`src/rtl/uart_pkg.sv`:
```
// uart_pkg: types and helpers shared by the UART driver and the UART decoder.
// Holds the line-state enum, the data width and the clock-to-baud divisor.
package uart_pkg;

    localparam int UART_DATA_BITS = 8;

    typedef enum logic [2:0] {
        IDLE,
        START,
        DATA,
        PARITY,
        STOP
    } uart_state_t;

    // Integer clock cycles per bit. The remainder is truncated.
    function automatic int uart_div(input int clk_hz, input int baud);
        return clk_hz / baud;
    endfunction

endpackage

```
`src/rtl/uart_driver_if.sv`:
```
// uart_driver_if: valid/ready byte port feeding the UART driver FIFO.
// The master offers bytes. The slave accepts a byte on any cycle where
// in_valid && in_ready.
interface uart_driver_if;
    import uart_pkg::*;

    logic                      in_valid;
    logic [UART_DATA_BITS-1:0] in_data;
    logic                      in_ready;

    modport master (output in_valid, output in_data, input in_ready);
    modport slave  (input in_valid, input in_data, output in_ready);

endinterface

```
`src/rtl/uart_driver_fifo.sv`:
```
// uart_fifo: synchronous DEPTH x 8 FIFO with a registered occupancy count.
// The read data is combinational from the head entry, so a pop captures the
// byte on the same edge that advances the read pointer.
// DEPTH must be a power of two, so the pointers wrap on their own.
module uart_fifo #(
    parameter int DEPTH = 16
) (
    input  logic                       clk,
    input  logic                       reset,
    input  logic                       push,
    input  logic [7:0]                 wr_data,
    input  logic                       pop,
    output logic [7:0]                 rd_data,
    output logic                       full,
    output logic                       empty,
    output logic [$clog2(DEPTH+1)-1:0] count
);

    localparam int PTR_W = $clog2(DEPTH);
    localparam int CNT_W = $clog2(DEPTH + 1);

    logic [7:0]       mem [DEPTH];
    logic [PTR_W-1:0] wr_ptr;
    logic [PTR_W-1:0] rd_ptr;
    logic             do_push;
    logic             do_pop;

    assign full    = (count == CNT_W'(DEPTH));
    assign empty   = (count == '0);
    assign do_push = push && !full;
    assign do_pop  = pop && !empty;
    assign rd_data = mem[rd_ptr];

    // Advance the pointers and track occupancy. A push and a pop on the same cycle cancel out.
    always_ff @(posedge clk) begin
        // NOTE: sequential state uses <= so that every flop samples pre-edge values.
        if (reset) begin
            wr_ptr <= '0;
            rd_ptr <= '0;
            count  <= '0;
        end else begin
            if (do_push) wr_ptr <= wr_ptr + PTR_W'(1);
            if (do_pop)  rd_ptr <= rd_ptr + PTR_W'(1);
            case ({do_push, do_pop})
                2'b10:   count <= count + CNT_W'(1);
                2'b01:   count <= count - CNT_W'(1);
                default: count <= count;
            endcase
        end
    end

    // Write the storage array.
    always_ff @(posedge clk) begin
        // NOTE: the array is not reset. The pointers and count define validity, so the array can map to plain RAM.
        if (do_push) mem[wr_ptr] <= wr_data;
    end

endmodule

```
`src/rtl/uart_driver.sv`:
```
// uart_driver: FIFO-buffered UART transmitter producing 8N1 frames, LSB first.
// Define UART_DRIVER_PARITY_EN to add an even-parity bit (8E1 frames).
// Reset is synchronous and active high. A frame cut short by reset is dropped.
// uart_rx and frame_done are registered one cycle behind the FSM state.
module uart_driver
    import uart_pkg::*;
#(
    parameter int CLK_FREQUENCY = 50_000_000,
    parameter int BAUD_RATE     = 115200,
    parameter int DEPTH         = 16
) (
    input  logic                       clk,
    input  logic                       reset,
    uart_driver_if.slave               in_if,
    output logic                       uart_rx,
    output logic                       busy,
    output logic [$clog2(DEPTH+1)-1:0] fifo_count,
    output logic                       frame_done
);

    localparam int              DIV      = uart_div(CLK_FREQUENCY, BAUD_RATE);
    localparam int              CNT_W    = (DIV > 1) ? $clog2(DIV) : 1;
    localparam logic [CNT_W-1:0] CNT_LAST = CNT_W'(DIV - 1);
    localparam logic [2:0]      BIT_LAST = 3'(UART_DATA_BITS - 1);

    uart_state_t state_q, state_d;
    logic [CNT_W-1:0] cnt_q, cnt_d;
    logic [2:0]       bit_q, bit_d;
    logic [7:0]       shift_q, shift_d;
    logic             rx_d;
    logic             done_d;
    logic             pop;
    logic             bit_end;
    logic [7:0]       fifo_rd_data;
    logic             fifo_full;
    logic             fifo_empty;
`ifdef UART_DRIVER_PARITY_EN
    logic             parity_q, parity_d;
`endif

    uart_fifo #(.DEPTH(DEPTH)) u_fifo (
        .clk     (clk),
        .reset   (reset),
        .push    (in_if.in_valid),
        .wr_data (in_if.in_data),
        .pop     (pop),
        .rd_data (fifo_rd_data),
        .full    (fifo_full),
        .empty   (fifo_empty),
        .count   (fifo_count)
    );

    assign in_if.in_ready = !fifo_full && !reset;
    assign busy           = (state_q != IDLE) || (fifo_count != '0);
    assign bit_end        = (cnt_q == CNT_LAST);

    // Next-state logic for the frame FSM. Also computes the next line level, the done pulse and the FIFO pop.
    always_comb begin
        // NOTE: every output gets a default first, so no path leaves a variable unassigned and no latch is inferred.
        state_d = state_q;
        cnt_d   = cnt_q;
        bit_d   = bit_q;
        shift_d = shift_q;
        rx_d    = 1'b1;
        done_d  = 1'b0;
        pop     = 1'b0;
`ifdef UART_DRIVER_PARITY_EN
        parity_d = parity_q;
`endif
        case (state_q)
            IDLE: begin
                cnt_d = '0;
                if (!fifo_empty) begin
                    pop     = 1'b1;
                    shift_d = fifo_rd_data;
`ifdef UART_DRIVER_PARITY_EN
                    parity_d = ^fifo_rd_data;
`endif
                    state_d = START;
                end
            end
            START: begin
                rx_d = 1'b0;
                if (bit_end) begin
                    cnt_d   = '0;
                    bit_d   = '0;
                    state_d = DATA;
                end else begin
                    cnt_d = cnt_q + CNT_W'(1);
                end
            end
            DATA: begin
                rx_d = shift_q[0];
                if (bit_end) begin
                    cnt_d   = '0;
                    shift_d = shift_q >> 1;
                    if (bit_q == BIT_LAST) begin
`ifdef UART_DRIVER_PARITY_EN
                        state_d = PARITY;
`else
                        state_d = STOP;
`endif
                    end else begin
                        bit_d = bit_q + 3'd1;
                    end
                end else begin
                    cnt_d = cnt_q + CNT_W'(1);
                end
            end
`ifdef UART_DRIVER_PARITY_EN
            PARITY: begin
                rx_d = parity_q;
                if (bit_end) begin
                    cnt_d   = '0;
                    state_d = STOP;
                end else begin
                    cnt_d = cnt_q + CNT_W'(1);
                end
            end
`endif
            STOP: begin
                rx_d = 1'b1;
                if (bit_end) begin
                    cnt_d  = '0;
                    done_d = 1'b1;
                    if (!fifo_empty) begin
                        pop     = 1'b1;
                        shift_d = fifo_rd_data;
`ifdef UART_DRIVER_PARITY_EN
                        parity_d = ^fifo_rd_data;
`endif
                        state_d = START;
                    end else begin
                        state_d = IDLE;
                    end
                end else begin
                    cnt_d = cnt_q + CNT_W'(1);
                end
            end
            default: state_d = IDLE;
        endcase
    end

    // Register the FSM state, counters, shift register and the line outputs.
    always_ff @(posedge clk) begin
        if (reset) begin
            state_q    <= IDLE;
            cnt_q      <= '0;
            bit_q      <= '0;
            shift_q    <= '0;
            uart_rx    <= 1'b1;
            frame_done <= 1'b0;
`ifdef UART_DRIVER_PARITY_EN
            parity_q   <= 1'b0;
`endif
        end else begin
            state_q    <= state_d;
            cnt_q      <= cnt_d;
            bit_q      <= bit_d;
            shift_q    <= shift_d;
            uart_rx    <= rx_d;
            frame_done <= done_d;
`ifdef UART_DRIVER_PARITY_EN
            parity_q   <= parity_d;
`endif
        end
    end

endmodule

```
`src/flat_wrapper.sv`:
```
// flat-port wrapper written by rule: the top's interface ports become plain ports
module uart_driver_flat import uart_pkg::*;
#(
    parameter int CLK_FREQUENCY = 50_000_000,
    parameter int BAUD_RATE     = 115200,
    parameter int DEPTH         = 16
)
  (clk, reset, uart_rx, busy, fifo_count, frame_done, in_if_in_valid, in_if_in_data, in_if_in_ready);
  uart_driver_if in_if_i ();
  input  logic clk;
  input  logic reset;
  output logic uart_rx;
  output logic busy;
  output logic [$clog2(DEPTH+1)-1:0] fifo_count;
  output logic frame_done;
  input wire logic [$bits(in_if_i.in_valid)-1:0] in_if_in_valid;
  input wire logic [$bits(in_if_i.in_data)-1:0] in_if_in_data;
  output wire logic [$bits(in_if_i.in_ready)-1:0] in_if_in_ready;
  assign in_if_i.in_valid = in_if_in_valid;
  assign in_if_i.in_data = in_if_in_data;
  assign in_if_in_ready = in_if_i.in_ready;
  uart_driver #(.CLK_FREQUENCY(CLK_FREQUENCY), .BAUD_RATE(BAUD_RATE), .DEPTH(DEPTH)) u_core (.clk(clk), .reset(reset), .in_if(in_if_i), .uart_rx(uart_rx), .busy(busy), .fifo_count(fifo_count), .frame_done(frame_done));
endmodule
```
`config.mk`:
```
export PLATFORM = sky130hd
export DESIGN_NAME = uart_driver_flat
export DESIGN_NICKNAME = d
export VERILOG_FILES = /design/src/rtl/uart_pkg.sv /design/src/rtl/uart_driver_if.sv /design/src/rtl/uart_driver_fifo.sv /design/src/rtl/uart_driver.sv /design/src/flat_wrapper.sv
export SDC_FILE = /design/constraint.sdc
export NUM_CORES = 1
export LEC_CHECK = 0
export ABC_CLOCK_PERIOD_IN_PS = 3220
export BUFFER_PORTS_ARGS = -buffer_cell sky130_fd_sc_hd__clkbuf_2
export CORE_AREA = 2 2 85 169
export DETAILED_ROUTE_END_ITERATION = 10
export DIE_AREA = 0 0 87 171
export PLACE_DENSITY_LB_ADDON = 0.1
export SLEW_MARGIN = 25
export SYNTH_ARGS = -nofsm -noshare
export SYNTH_HDL_FRONTEND = slang
export SYNTH_HIERARCHICAL = 1
export SYNTH_SLANG_ARGS = --single-unit
export TNS_END_PERCENT = 10
```
`constraint.sdc`:
```
create_clock -name clk -period 3.22 [get_ports clk]
set_input_delay 0.644 -clock clk [delete_from_list [all_inputs] [get_ports clk]]
set_output_delay 0.644 -clock clk [all_outputs]
set_load 0.02 [all_outputs]
```
# Yosys cells after proc, flatten, opt, wreduce, memory -nomap -nowiden
# Memory sizes are Yosys's and may differ from the RTL's. A register that Yosys moved wholly into a read port is not among the register bits.
# Cells that the tools add are included.
word_totals:
  regBits: 38
  latchBits: 0
  ramBits: 128
  romBits: 0
  memories: 1
op_classes:
  addsub: 6
  n_mul: 0
  div_mod_pow: 0
  order_cmp: 0
  n_eq_ne: 14
  shift: 0
  mux: 27
  n_bitwise: 1
  reduce_logical: 20
mem_list:
  columns: ["memory", "depth", "width", "read_ports", "rd_ports_with_merged_regs", "wr", "line", "text"]
  rows:
  - ["u_core.u_fifo.mem", 16, 8, 1, 1, 1, "uart_driver_fifo.sv:22", "logic [7:0] mem [DEPTH];"]
op_table:
  columns: ["operator", "n"]
  rows:
  - ["$mux W3", 8]
  - ["$mux W8", 3]
  - ["$pmux W8 S3", 1]
  - ["$pmux W9 S2", 1]
  - ["$pmux W3 S4", 1]
  - ["$pmux W5 S2", 1]
  - ["$add A9 B1 Y9 const B", 1]
  - ["$eq A9 B9 Y1 const B", 1]
  - ["$mux W9", 1]
  - ["$add A4 B1 Y4 const B", 2]
  - ["$mux W4", 2]
  - ["$ne A2 B1 Y1 const B", 4]
  - ["$eq A3 B3 Y1 const B", 2]
  - ["$mux W1", 6]
  - ["$pmux W3 S2", 1]
  - ["$reduce_bool A2 Y1", 3]
  - ["$reduce_bool A3 Y1", 2]
  - ["$add A5 B1 Y5 const B", 1]
  - ["$eq A5 B5 Y1 const B", 1]
  - ["$logic_not A5 Y1", 1]
  - ["$reduce_and A5 Y1", 1]
  - ["$reduce_bool A5 Y1", 1]
  - ["$sub A5 B1 Y5 const B", 1]
  - ["$ne A2 B2 Y1 const B", 2]
  - ["other kinds (15)", 20]

# Logic depth before layout (Yosys ltp)
# Gate-level depths: netlist of the first run.
logic_depth:
  word_depth: 7
  mapped_depth: 15
  depth_no_buf: 13

# By module
# The synthesis of the first run kept the hierarchy.
by_module_without_submodules:
  columns: ["mod", "instances", "cells_per_inst", "area_each_um2", "seq_area_each_um2"]
  rows:
  - ["uart_fifo", 1, 305, 5974.5, 4184.0]
  - ["uart_driver", 1, 156, 1475.2, 500.5]

# Worst setup path before layout of the first run
# No wires, ideal clock.
synth_timing:
  kind: "reg-to-reg"
  start: "register u_core.u_fifo.count[2]"
  end: "register u_core.u_fifo.count[2]"
  arrival_time_ps: 3221
  required_time_ps: 3149
  path_slack_ps: -72
  stages_incl_launch_ff: 16
  synth_period_minus_slack_ps: 3292
  path_cell_list: "dfxtp_1 -> buf_2 -> or4_1 -> buf_2 -> nor2_1 -> nor3_2 -> and2_1 -> o21ai_4 -> inv_1 -> ha_1 -> clkbuf_1 -> xor2_1 -> ha_1 -> o21a_1 -> or4_1 -> a21oi_1"
synth_via:
  elab_chain_cells: 7
  word_cells_on_any_way: 15
  cone_classes: "add/sub: 2; eq/ne: 3; mux: 4; reduce/logical: 6"
synth_rtl:
  columns: ["item", "line", "text"]
  rows:
  - ["from (decl)", "uart_driver_fifo.sv:16", "output logic [$clog2(DEPTH+1)-1:0] count"]
  - ["from (signal assigned)", "uart_driver_fifo.sv:45", "2'b10: count <= count + CNT_W'(1);"]
  - ["from (signal assigned)", "uart_driver_fifo.sv:46", "2'b01: count <= count - CNT_W'(1);"]
  - ["from (signal assigned)", "uart_driver_fifo.sv:47", "default: count <= count;"]
  - ["$logic_not A5 Y1 *", "uart_driver_fifo.sv:29", "assign empty = (count == '0);"]
  - ["named net u_core.fifo_empty", "uart_driver.sv:36", "logic fifo_empty;"]
  - ["$mux W1 *", "uart_driver.sv:73, uart_driver.sv:126", null]
  - ["$mux W1", "uart_driver.sv:123", "if (bit_end) begin"]
  - ["$pmux W1 S2 *", "uart_driver.sv:70", "case (state_q)"]
  - ["named net u_core.pop", "uart_driver.sv:32", "logic pop;"]
  - ["$logic_and A1 B1 Y1 *", "uart_driver_fifo.sv:31", "assign do_pop = pop && !empty;"]
  - ["named net u_core.u_fifo.do_pop", "uart_driver_fifo.sv:26", "logic do_pop;"]
  - ["$eq A2 B1 Y1 / $eq A2 B2 Y1 (equally long branches)", "uart_driver_fifo.sv:44", "case ({do_push, do_pop})"]
  - ["$pmux W5 S2 / $reduce_bool A2 Y1 (equally long branches)", null, null]
# The timed path passes the listed nets; every way through them passes the cells marked *.
# A chain may end at the register's enable or synchronous reset.

# Worst setup path in the final report of the first run
layout_timing:
  start: "register u_core.u_fifo.count[3]"
  end: "register u_core.u_fifo.count[2]"
# The elaborated chain is that of the path after synthesis.

==> results of run 1 <==
metal layers:
layer	part of all wire, %	up-vias	wire, µm
li1	-	1902	-
met1	43	2133	6050
met2	52	114	7310
met3	3.7	22	526
met4	2.1	0	302
met5	0	-	0
final cells by class:
| cell class | count | area share (%) |
|---|---|---|
| multi-input combinational | 248 | 30.7 |
| tap | 157 | 2.37 |
| timing repair buffer | 36 | 2.69 |
| inverter | 15 | 0.696 |
| clock buffer | 17 | 5.14 |
| clock inverter | 15 | 1.74 |
| sequential | 170 | 56.6 |
critical path: cells and delay by family (launching register included):
family	cells	cell delay [ns]
and+or+nand+nor	5	1.56
DFF	1	0.34
xor gates and xnor gates	1	0.14
adders and majority gates	2	0.40
AOI/OAI and AO/OA	3	0.51
buffers and inverters	1	0.07
cell usage in the layout, fill, tap and decap left out, types with 10 or more instances in the layout:
cell type / Yosys / final
edfxtp_1: 128 / 128
nand2_1: 16 / 16
mux2i_1: 11 / 11
mux4_2: 12 / 12
ha_1: 12 / 11
clkbuf_2: 0 / 19
nor3_1: 15 / 15
clkbuf_16: 0 / 17
inv_1: 14 / 14
buf_4: 5 / 17
nor2_1: 33 / 32
dfxtp_1: 42 / 41
mux4_1: 28 / 28
a211oi_1: 10 / 10
cells by family after synthesis:
| kind of cell | after synthesis | share of synthesized area [%] |
|---|---|---|
| adder cells (fa/ha/maj) | 13 | 2.17 |
| buffers and inverters | 43 | 3.14 |
| XOR/XNOR | 14 | 1.65 |
| multiplexers | 51 | 15.0 |
| AO/OA/AOI/OAI | 59 | 6.72 |
| flip-flops | 170 | 62.9 |
| AND/OR/NAND/NOR | 111 | 8.47 |
per-stage QoR:
| step | utilization [%] | hold WS [ns] | setup slack, ns | total power [mW] | instances |
|---|---|---|---|---|---|
| global route | 60.6 | 0.501 | 0.0211 | 6.57 | 658 |
| finish | 60.6 | 0.465 | 0.131 | 6.30 | 658 |
| floorplan | - | 0.436 | 0.0316 | 3.98 | 461 |
| global placement | 56.4 | 0.444 | 0.234 | 4.33 | 626 |
| CTS | 60.5 | 0.469 | 0.114 | 6.33 | 658 |
| detailed placement | 56.4 | 0.459 | 0.135 | 4.38 | 626 |
power groups by stage:
stage               sequential [mW]  combinational (mW)  clock, mW
floorplan                      2.66                1.32          0
global placement               2.64                1.69          0
detailed placement             2.65                1.73          0
CTS                            2.60                1.74       1.98
global route                   2.62                1.88       2.07
finish                         2.60                1.75       1.94
flip-flops by register name, indices dropped and copies added, names as in the netlist, named ones only:
name and flops:
u_core/bit_q 3, u_core/frame_done 1, u_core/u_fifo/mem 128, u_core/u_fifo/count 5, u_core/u_fifo/wr_ptr 4, u_core/u_fifo/rd_ptr 4, u_core/state_q 3, u_core/cnt_q 9
u_core/shift_q 8, u_core/uart_rx 1
path summary, 6_finish.rpt:
path,start,end,slack [ns],cells after the start
worst max register to register,u_core/u_fifo/count[3],u_core/u_fifo/count[2],0.13,12
worst min-delay path,u_core/bit_q[2],u_core/bit_q[2],0.46,2
worst max-delay path,u_core/u_fifo/count[3],u_core/u_fifo/count[2],0.13,12
worst min register to register,u_core/bit_q[2],u_core/bit_q[2],0.46,2
==> impl_results.md, run 1 <==
- Run status: finished, final reports clean
- Antenna-violating nets left: 0
- Main flop type after synthesis: edfxtp_1
- FF+latch count, synth: 170
- Measured slew at the worst slew-check pin: 0.930 ns
- HP Class: flop to flop
- Clk slew on worst S/H paths: 0.07 ns
- CP max stage cell: or4_1
- Top Usage Layer GRT: met2
- Post-route minimum period: 3.09 ns
- CP Cell Sequence: or4_1, nor2_2, nor3_4, and2_1, o21ai_4, inv_1, ha_2, xor2_1, ha_1, o21a_1, or4_1, a21oi_1
- Met1 usage in global routing: 27.8%
- GR Util met3: 3.96%
- CP most frequent cell: or4_1
- First-pass GRT wire length: 22.7 mm
- Initial antenna violation count: 0
- Die Wd: 87 µm
- Synth top area share: 51.6%
- Largest cells by area after synthesis: edfxtp_1 52%, dfxtp_1 11%, mux4_1 9.9%
- Peak supply drop: 0.000638 V
- Comb pwr share: 27.9%
- Gr usage total: 20.7%
- Area Growth Syn to Fin: 11.1%
- Clock Power Share: 30.9%
- # fillers: 1016
- CTS H-tree depth: 4
- Initial Util: 54.5%
- Worst EP required: 3.56 ns
- Final hold vios: 0
- Worst-skew pair later-pin latency: 0.42 ns
- Row Count: 61
- Layout cells sized above 1: 20.8%
- Nets: 511
- Die H: 171 µm
- Netlist cell types: 70
- Relative slew slack: 37.8%
- Layout Skew: 0.00868 ns
- CTS root buf: clkbuf_16
- Mean Syn Cell Area: 16.2 µm²
- CP Max Fanout: 9
- Crit path DAT: 3.43 ns
- CP startpoint kind: flop
- ANT cells: 0
- RSZ-0062 raised after global routing: false
- Slew Limit Fails: 0
- Int Power: 4.31 mW
- I/O pin count: 20
- Largest area contributor in the netlist: edfxtp_1
- Drt via density: 6.34
- Mapped Nets: 484
- Area of the core: 13700 µm²
- Max Clk Rate: 324 MHz
- Port Buffers: 19
- Initial drt markers: 388
- Final Setup Violations: 0
- CP Capture Type: flop
- Power share of the sequential group: 41.3%
- Sequential cell area: 4690 µm²
- Synth async-reset ratio: 0%
- Top post-synthesis cells by count: 128 x edfxtp_1, 42 x dfxtp_1, 33 x nor2_1, 28 x mux4_1, 16 x nand2_1
- Number of synthesized flops with an enable pin: 128
- Met2 Use GR: 33.5%
- Max cap viols: 0
- PwrDens: 761 nW/µm²
- PostCTS Resize Cnt: 0
- Final wirelength: 14.2 mm
- Setup Buffers After CTS: 0
- Cell Area, Placed: 7700 µm²
- Clock Sinks: 170
- Max stage delay on crit path: 0.59 ns
- CTS buffer count: 17
- Most instantiated library cell after synthesis: edfxtp_1
- Fin crit share: 95.9%
- Switching share of power: 31.5%
- Synthesized area: 7450 µm²
- Die footprint: 14900 µm²
- GRT Residual Overflow: 0
- RD Place Congestion: 0.892
- Largest net degree at the start of global routing: 33
- Hold buffer count at cts: 0
- HPWL after detailed placement: 9.42 mm
- Post-route setup TNS: 0 ns
- Clock Tree Buf Depth: 2
- First drt pass iteration count: 4
- Seq/Total Area, Yosys: 62.9%
- CTS tree: built
- Lkg Pwr: 2.76 nW
- # DRC: 0
- DR vias: 4171
- Design area: 8270 µm²
- Worst setup path class: flop to flop
- Routed length per instance: 21.6 µm
- Mapped Cells: 461
- Vias in the first global route: 4133
- NetSw: 1.98 mW
- Yosys warns: 6
- Multi-input gate area: 2540 µm²
Note: power is estimated with default switching activity, not from simulation.
==> run 2, diff against run 1 <==
Settings changed: PLACE_DENSITY set to 0.77, PLACE_DENSITY_LB_ADDON 0.1 to unset.
==> impl_results.md, run 2 (synthesis gave the netlist of run 1 again) <==
- Run status: finished, final reports clean
- RSZ-0062 raised after global routing: false
- Antenna-violating nets left: 0
- I/O pin count: 20
- Final Setup Violations: 0
- Initial drt markers: 236
- CP Buf/Inv Count: 1
- HP Class: flop to flop
- Largest net degree at the start of global routing: 33
- Setup crit start: u_core/u_fifo/count[3]
- Layout Skew: 0.0121 ns
- Worst hold stages: 2
- Initial antenna violation count: 0
- CTS H-tree depth: 4
- Worst setup path class: flop to flop
- Die footprint: 14900 µm²
- GRT Residual Overflow: 0
- R2r endpoint: u_core/u_fifo/count[2]
- Area of the core: 13700 µm²
- Worst EP required: 3.57 ns
- Final wirelength: 14.2 mm
- Int Power: 4.36 mW
- Max stage delay on crit path: 0.62 ns
- CP max stage cell: or4_1
- Clock Sinks: 170
- Pwr Total: 6.37 mW
- Switching share of power: 31.6%
- Reg2Reg Setup Slack: 0.17 ns
- # DRC: 0
- Crit path DAT: 3.40 ns
- Critical path's top delay family: simple AND/OR/NAND/NOR gates
- Worst setup margin: 0.169 ns
- Relative slew slack: 36.7%
- Largest register by flop count: u_core/u_fifo/mem
- Die Wd: 87 µm
- CP startpoint kind: flop
- Final Non-Filler Cells: 659
- PwrDens: 765 nW/µm²
- First-pass GRT wire length: 22.6 mm
- Max cap viols: 0
- CTS tree: built
- Placed Cells incl. Taps: 627
- R2r worst-path depth: 12
- Vias in the first global route: 4079
- Port Buffers: 19
- Lkg Pwr: 2.79 nW
- Post-route minimum period: 3.05 ns
- Clock Power Share: 31.7%
- DR vias: 4064
- Power share of the sequential group: 40.8%
- CTS buffer count: 17
- Dpl ws: 0.204 ns
- Post-route setup TNS: 0 ns
- Peak supply drop: 0.000485 V
- Slew Limit Fails: 0
- CP Capture Type: flop
- Clk slew on worst S/H paths: 0.07 ns
- Area Growth Syn to Fin: 11.9%
- Routed length per instance: 21.6 µm
- Hold buffer count at cts: 0
- Layout cells sized above 1: 20.9%
- RD Place Congestion: 0.789
- Comb pwr share: 27.4%
- CTS root buf: clkbuf_16
- Drt via density: 6.17
- Hold path endpoint: u_core/bit_q[2]
- NetSw: 2.01 mW
- Initial Util: 54.5%
- Die H: 171 µm
- HPWL after detailed placement: 8.87 mm
- Commonest cells after routing, fill and taps aside: 128 x edfxtp_1, 41 x dfxtp_1, 32 x nor2_1
- CP Max Fanout: 9
- Hold_sp: u_core/bit_q[2]
- Commonest non-fill, non-tap cell in the layout: edfxtp_1
- Worst-skew pair later-pin latency: 0.43 ns
- Biggest regs: u_core/u_fifo/mem (128), u_core/cnt_q (9), u_core/shift_q (8)
- ANT cells: 0
- Measured slew at the worst slew-check pin: 0.946 ns
- Row Count: 61
- Gr usage total: 20.8%
- Max Clk Rate: 328 MHz
- Clock Tree Buf Depth: 2
- First drt pass iteration count: 4
- Crit Reg-Reg Startpoint: u_core/u_fifo/count[3]
- Final hold vios: 0
- Fin crit share: 94.7%
- Nets: 512
- CP Cell Sequence: or4_1, nor2_4, nor3_4, and2_2, o21ai_4, inv_1, ha_1, xor2_1, ha_1, o21a_1, or4_1, a21oi_1
- Max reg flops: 128
run 2: cell count changes in the layout (fill, tap and decap cells not counted), sizes merged:
cell | previous run | this run
buf | 17 | 18
inv | 24 | 23
clkinv | 4 | 7
clkinvlp | 2 | 0
run 2: worst max-delay path by stage:
stage | endpoint | cells after the start | slack [ns]
2_1_floorplan | u_core/u_fifo/count[2] | 15 | 0.03
3_5_place_dp | u_core/u_fifo/count[2] | 12 | 0.20
3_3_place_gp | u_core/u_fifo/count[2] | 12 | 0.26
4_1_cts | u_core/u_fifo/count[2] | 12 | 0.17
6_report | u_core/u_fifo/count[2] | 12 | 0.17
5_1_grt | u_core/u_fifo/count[2] | 12 | 0.02
run 2: cell type report:
cell class | instances | area (µm²)
clock inverters | 15 | 180
flip-flops and latches | 170 | 4690
clock buffers | 17 | 425
well taps | 157 | 196
inverters | 15 | 57.6
fillers | 983 | 5330
multi-input cells | 248 | 2550
repair buffers | 37 | 243
run 2: repair_timing:
action	in CTS	in global routing
setup endpoints to repair	0	1
resized for setup	0	2
buffers inserted	0	0
run 2: per-stage QoR:
stage / cell area, µm² / utilization, % / hold WS, ns
after global routing: 8330 / 61.0 / 0.478
after CTS: 8330 / 61.0 / 0.467
after global placement: 7720 / 56.5 / 0.445
after floorplan: 7460 / - / 0.436
after detailed placement: 7720 / 56.5 / 0.457
final: 8330 / 61.0 / 0.463
run 2: layer usage:
layer	GRT usage [%]	up-vias	part of all wire, %	wire, µm
met5	0	-	0	0
met3	4.82	16	4.1	589
li1	-	1908	-	-
met1	26.7	2063	41	5790
met2	34.3	77	53	7590
met4	7.20	0	1.7	237
run 2: power by group through the flow:
stage | sequential, mW | clock (mW) | combinational [mW]
floorplan | 2.66 | 0 | 1.32
global placement | 2.64 | 0 | 1.70
detailed placement | 2.65 | 0 | 1.72
CTS | 2.60 | 2.07 | 1.74
global route | 2.62 | 2.15 | 1.89
finish | 2.60 | 2.02 | 1.75
run 2: tightest hold or removal path, delay by kind of cell, from the launching register on:
kind | cells | cell delay, ns
DFF | 1 | 0.32
AOI/OAI and AO/OA | 1 | 0.05
and+or+nand+nor | 1 | 0.05
==> run 3, diff against run 2 <==
Settings changed: CORE_AREA 2 2 85 169 to 2 2 84 166, DIE_AREA 0 0 87 171 to 0 0 86 168, SYNTH_HIERARCHICAL 1 to unset.
==> impl_results.md, run 3 <==
- Worst EP required: 3.54 ns
- Die H: 168 µm
- Drt via density: 6.07
- Antenna-violating nets left: 0
- Int Power: 4.55 mW
- Seq/Total Area, Yosys: 64.7%
- Placed Cells incl. Taps: 628
- Switching share of power: 31.7%
- Initial drt markers: 284
- # fillers: 950
- Row Count: 60
- Max reg flops: 128
- Area of the core: 13300 µm²
- HPWL after detailed placement: 8.66 mm
- Yosys warns: 0
- R2r worst-path depth: 10
- Synth top area share: 53.1%
- Mapped Cells: 468
- ANT cells: 0
- Measured slew at the worst slew-check pin: 0.841 ns
- Post-route minimum period: 2.97 ns
- Most instantiated library cell after synthesis: edfxtp_1
- Max Clk Rate: 337 MHz
- Fin crit share: 92.2%
- Run status: finished, final reports clean
- R2r endpoint: u_core.u_fifo.count[4]
- Synthesized area: 7240 µm²
- Final wirelength: 13.3 mm
- Final hold vios: 0
- Largest cells by area after synthesis: edfxtp_1 53%, mux4_2 12%, dfxtp_1 12%
- Port Buffers: 19
- Lkg Pwr: 2.71 nW
- Slew Limit Fails: 0
- CP Capture Type: flop
- Relative slew slack: 43.9%
- Gr usage total: 19.7%
- RSZ-0062 raised after global routing: false
- FF+latch count, synth: 170
- Max cap viols: 0
- Commonest non-fill, non-tap cell in the layout: edfxtp_1
- Main flop type after synthesis: edfxtp_1
- Number of synthesized flops with an enable pin: 128
- Initial Util: 54.5%
- Comb pwr share: 28.6%
- Clock Power Share: 31.0%
- First drt pass iteration count: 5
- # DRC: 0
- Setup Buffers After CTS: 0
- Min Hold Slack: 0.482 ns
- Hold buffer count at cts: 0
- First-pass GRT wire length: 21.2 mm
- Clk slew on worst S/H paths: 0.07 ns
- I/O pin count: 20
- DR vias: 4004
- Largest net degree at the start of global routing: 30
- NetSw: 2.11 mW
- Mean Syn Cell Area: 15.5 µm²
- CTS H-tree depth: 4
- Hold_sp: u_core.bit_q[1]
- Commonest cells after routing, fill and taps aside: 128 x edfxtp_1, 41 x dfxtp_1, 40 x mux4_2
- Layout cells sized above 1: 26.3%
- HP Class: flop to flop
- Worst hold stages: 2
- RD Place Congestion: 0.837
- GRT Residual Overflow: 0
- CP startpoint kind: flop
- Biggest regs: u_core.u_fifo.mem (128), u_core.cnt_q (9), u_core.shift_q (8)
- Peak supply drop: 0.000417 V
- Layout Skew: 0.0108 ns
- Crit path DAT: 3.29 ns
- Synth async-reset ratio: 0%
- Worst-skew pair later-pin latency: 0.43 ns
- Vias in the first global route: 3932
- Netlist cell types: 64
- PostCTS Resize Cnt: 0
- Clock Tree Buf Depth: 2
- Reg2Reg Setup Slack: 0.25 ns
- Initial antenna violation count: 0
- PwrDens: 820 nW/µm²
- Largest register by flop count: u_core.u_fifo.mem
- Die Wd: 86 µm
- CTS tree: built
- CTS buffer count: 17
- Mapped Nets: 491
- CTS root buf: clkbuf_16
- Crit Reg-Reg Startpoint: u_core.u_fifo.count[0]
- Post-route setup TNS: 0 ns
- Utilization after layout: 61.1%
- Top post-synthesis cells by count: 128 x edfxtp_1, 42 x dfxtp_1, 40 x mux4_2, 39 x nor2_1, 23 x nor3_1
- Final Setup Violations: 0
- Area Growth Syn to Fin: 12.2%
- Power share of the sequential group: 40.3%
- Clock Sinks: 170
- Worst setup path class: flop to flop
- Die footprint: 14400 µm²
- Routed length per instance: 20.1 µm
- Largest area contributor in the netlist: edfxtp_1
- Hold path endpoint: u_core.bit_q[1]
- Nets: 515
- CP Max Fanout: 6
- Final Non-Filler Cells: 660
## run 3: cell count changes after synthesis, moves of 7 or more
| cell | previous run | this run |
|---|---|---|
| a221oi_1 | 7 | 0 |
| mux4_2 | 12 | 40 |
| a2bb2oi_1 | 0 | 7 |
| nor3_1 | 15 | 23 |
| mux2i_1 | 11 | 3 |
| a21oi_1 | 8 | 16 |
| inv_1 | 14 | 6 |
| o21ai_0 | 3 | 10 |
| mux4_1 | 28 | 0 |
| a211oi_1 | 10 | 1 |
## run 3: final cells by class
class	count	area (µm²)	share of cell area, %
Sequential cell	170	4690	57.7
Multi-Input combinational cell	262	2400	29.5
Clock buffer	17	425	5.24
Timing Repair Buffer	34	208	2.56
Tap cell	155	194	2.39
Clock inverter	15	189	2.33
Inverter	7	26.3	0.323
## run 3: power by group through the flow
stage	clock network (mW)	registers, mW	logic, mW
floorplan	0	2.68	1.53
global placement	0	2.72	1.87
detailed placement	0	2.74	1.90
CTS	2.09	2.69	1.92
global route	2.18	2.72	2.09
finish	2.07	2.69	1.91
## run 3: routing by layer
metal	wire, µm	up-vias	global-route usage [%]
li1	-	1878	-
met1	5510	1983	26.3
met2	6940	124	31.8
met3	615	19	4.90
met4	214	0	6.28
met5	0	-	0
## run 3: cells by family (layout without fill, tap and decap cells)
family / Yosys count / after routing / share of synthesized area (%)
AOI/OAI and AO/OA: 59 / 59 / 6.48
xor gates and xnor gates: 11 / 11 / 1.43
adders and majority gates: 12 / 12 / 2.07
buffers and inverters: 36 / 73 / 2.21
DFF: 170 / 170 / 64.7
muxes: 45 / 45 / 13.2
and+or+nand+nor: 135 / 135 / 9.92
## run 3: metrics by stage
stage,cell area (µm²),total power [mW],worst slack [ns]
floorplan,7240,4.21,0.0791
global placement,7510,4.59,0.347
detailed placement,7510,4.63,0.293
CTS,8130,6.71,0.259
global route,8130,6.98,0.0469
finish,8130,6.67,0.252
## run 3: how the worst max path moves through the flow
| stage | cells past startpoint | endpoint | slack, ns | startpoint |
|---|---|---|---|---|
| 2_1_floorplan | 12 | u_core.u_fifo.count[4] | 0.08 | u_core.u_fifo.count[1] |
| 3_3_place_gp | 10 | u_core.u_fifo.count[4] | 0.35 | u_core.u_fifo.count[0] |
| 3_5_place_dp | 10 | u_core.u_fifo.count[4] | 0.29 | u_core.u_fifo.count[0] |
| 4_1_cts | 10 | u_core.u_fifo.count[4] | 0.26 | u_core.u_fifo.count[0] |
| 5_1_grt | 10 | u_core.u_fifo.count[4] | 0.05 | u_core.u_fifo.count[0] |
| 6_report | 10 | u_core.u_fifo.count[4] | 0.25 | u_core.u_fifo.count[0] |
## run 3: critical path: stages (launching register included)
cell and delay, ns:
dfxtp_1 0.37, or4_1 0.60, o21ai_2 0.27, nor2_2 0.07
ha_1 0.23, xor2_1 0.16, ha_1 0.26, a31oi_1 0.13
or2_2 0.28, mux2i_1 0.13, mux2_2 0.34
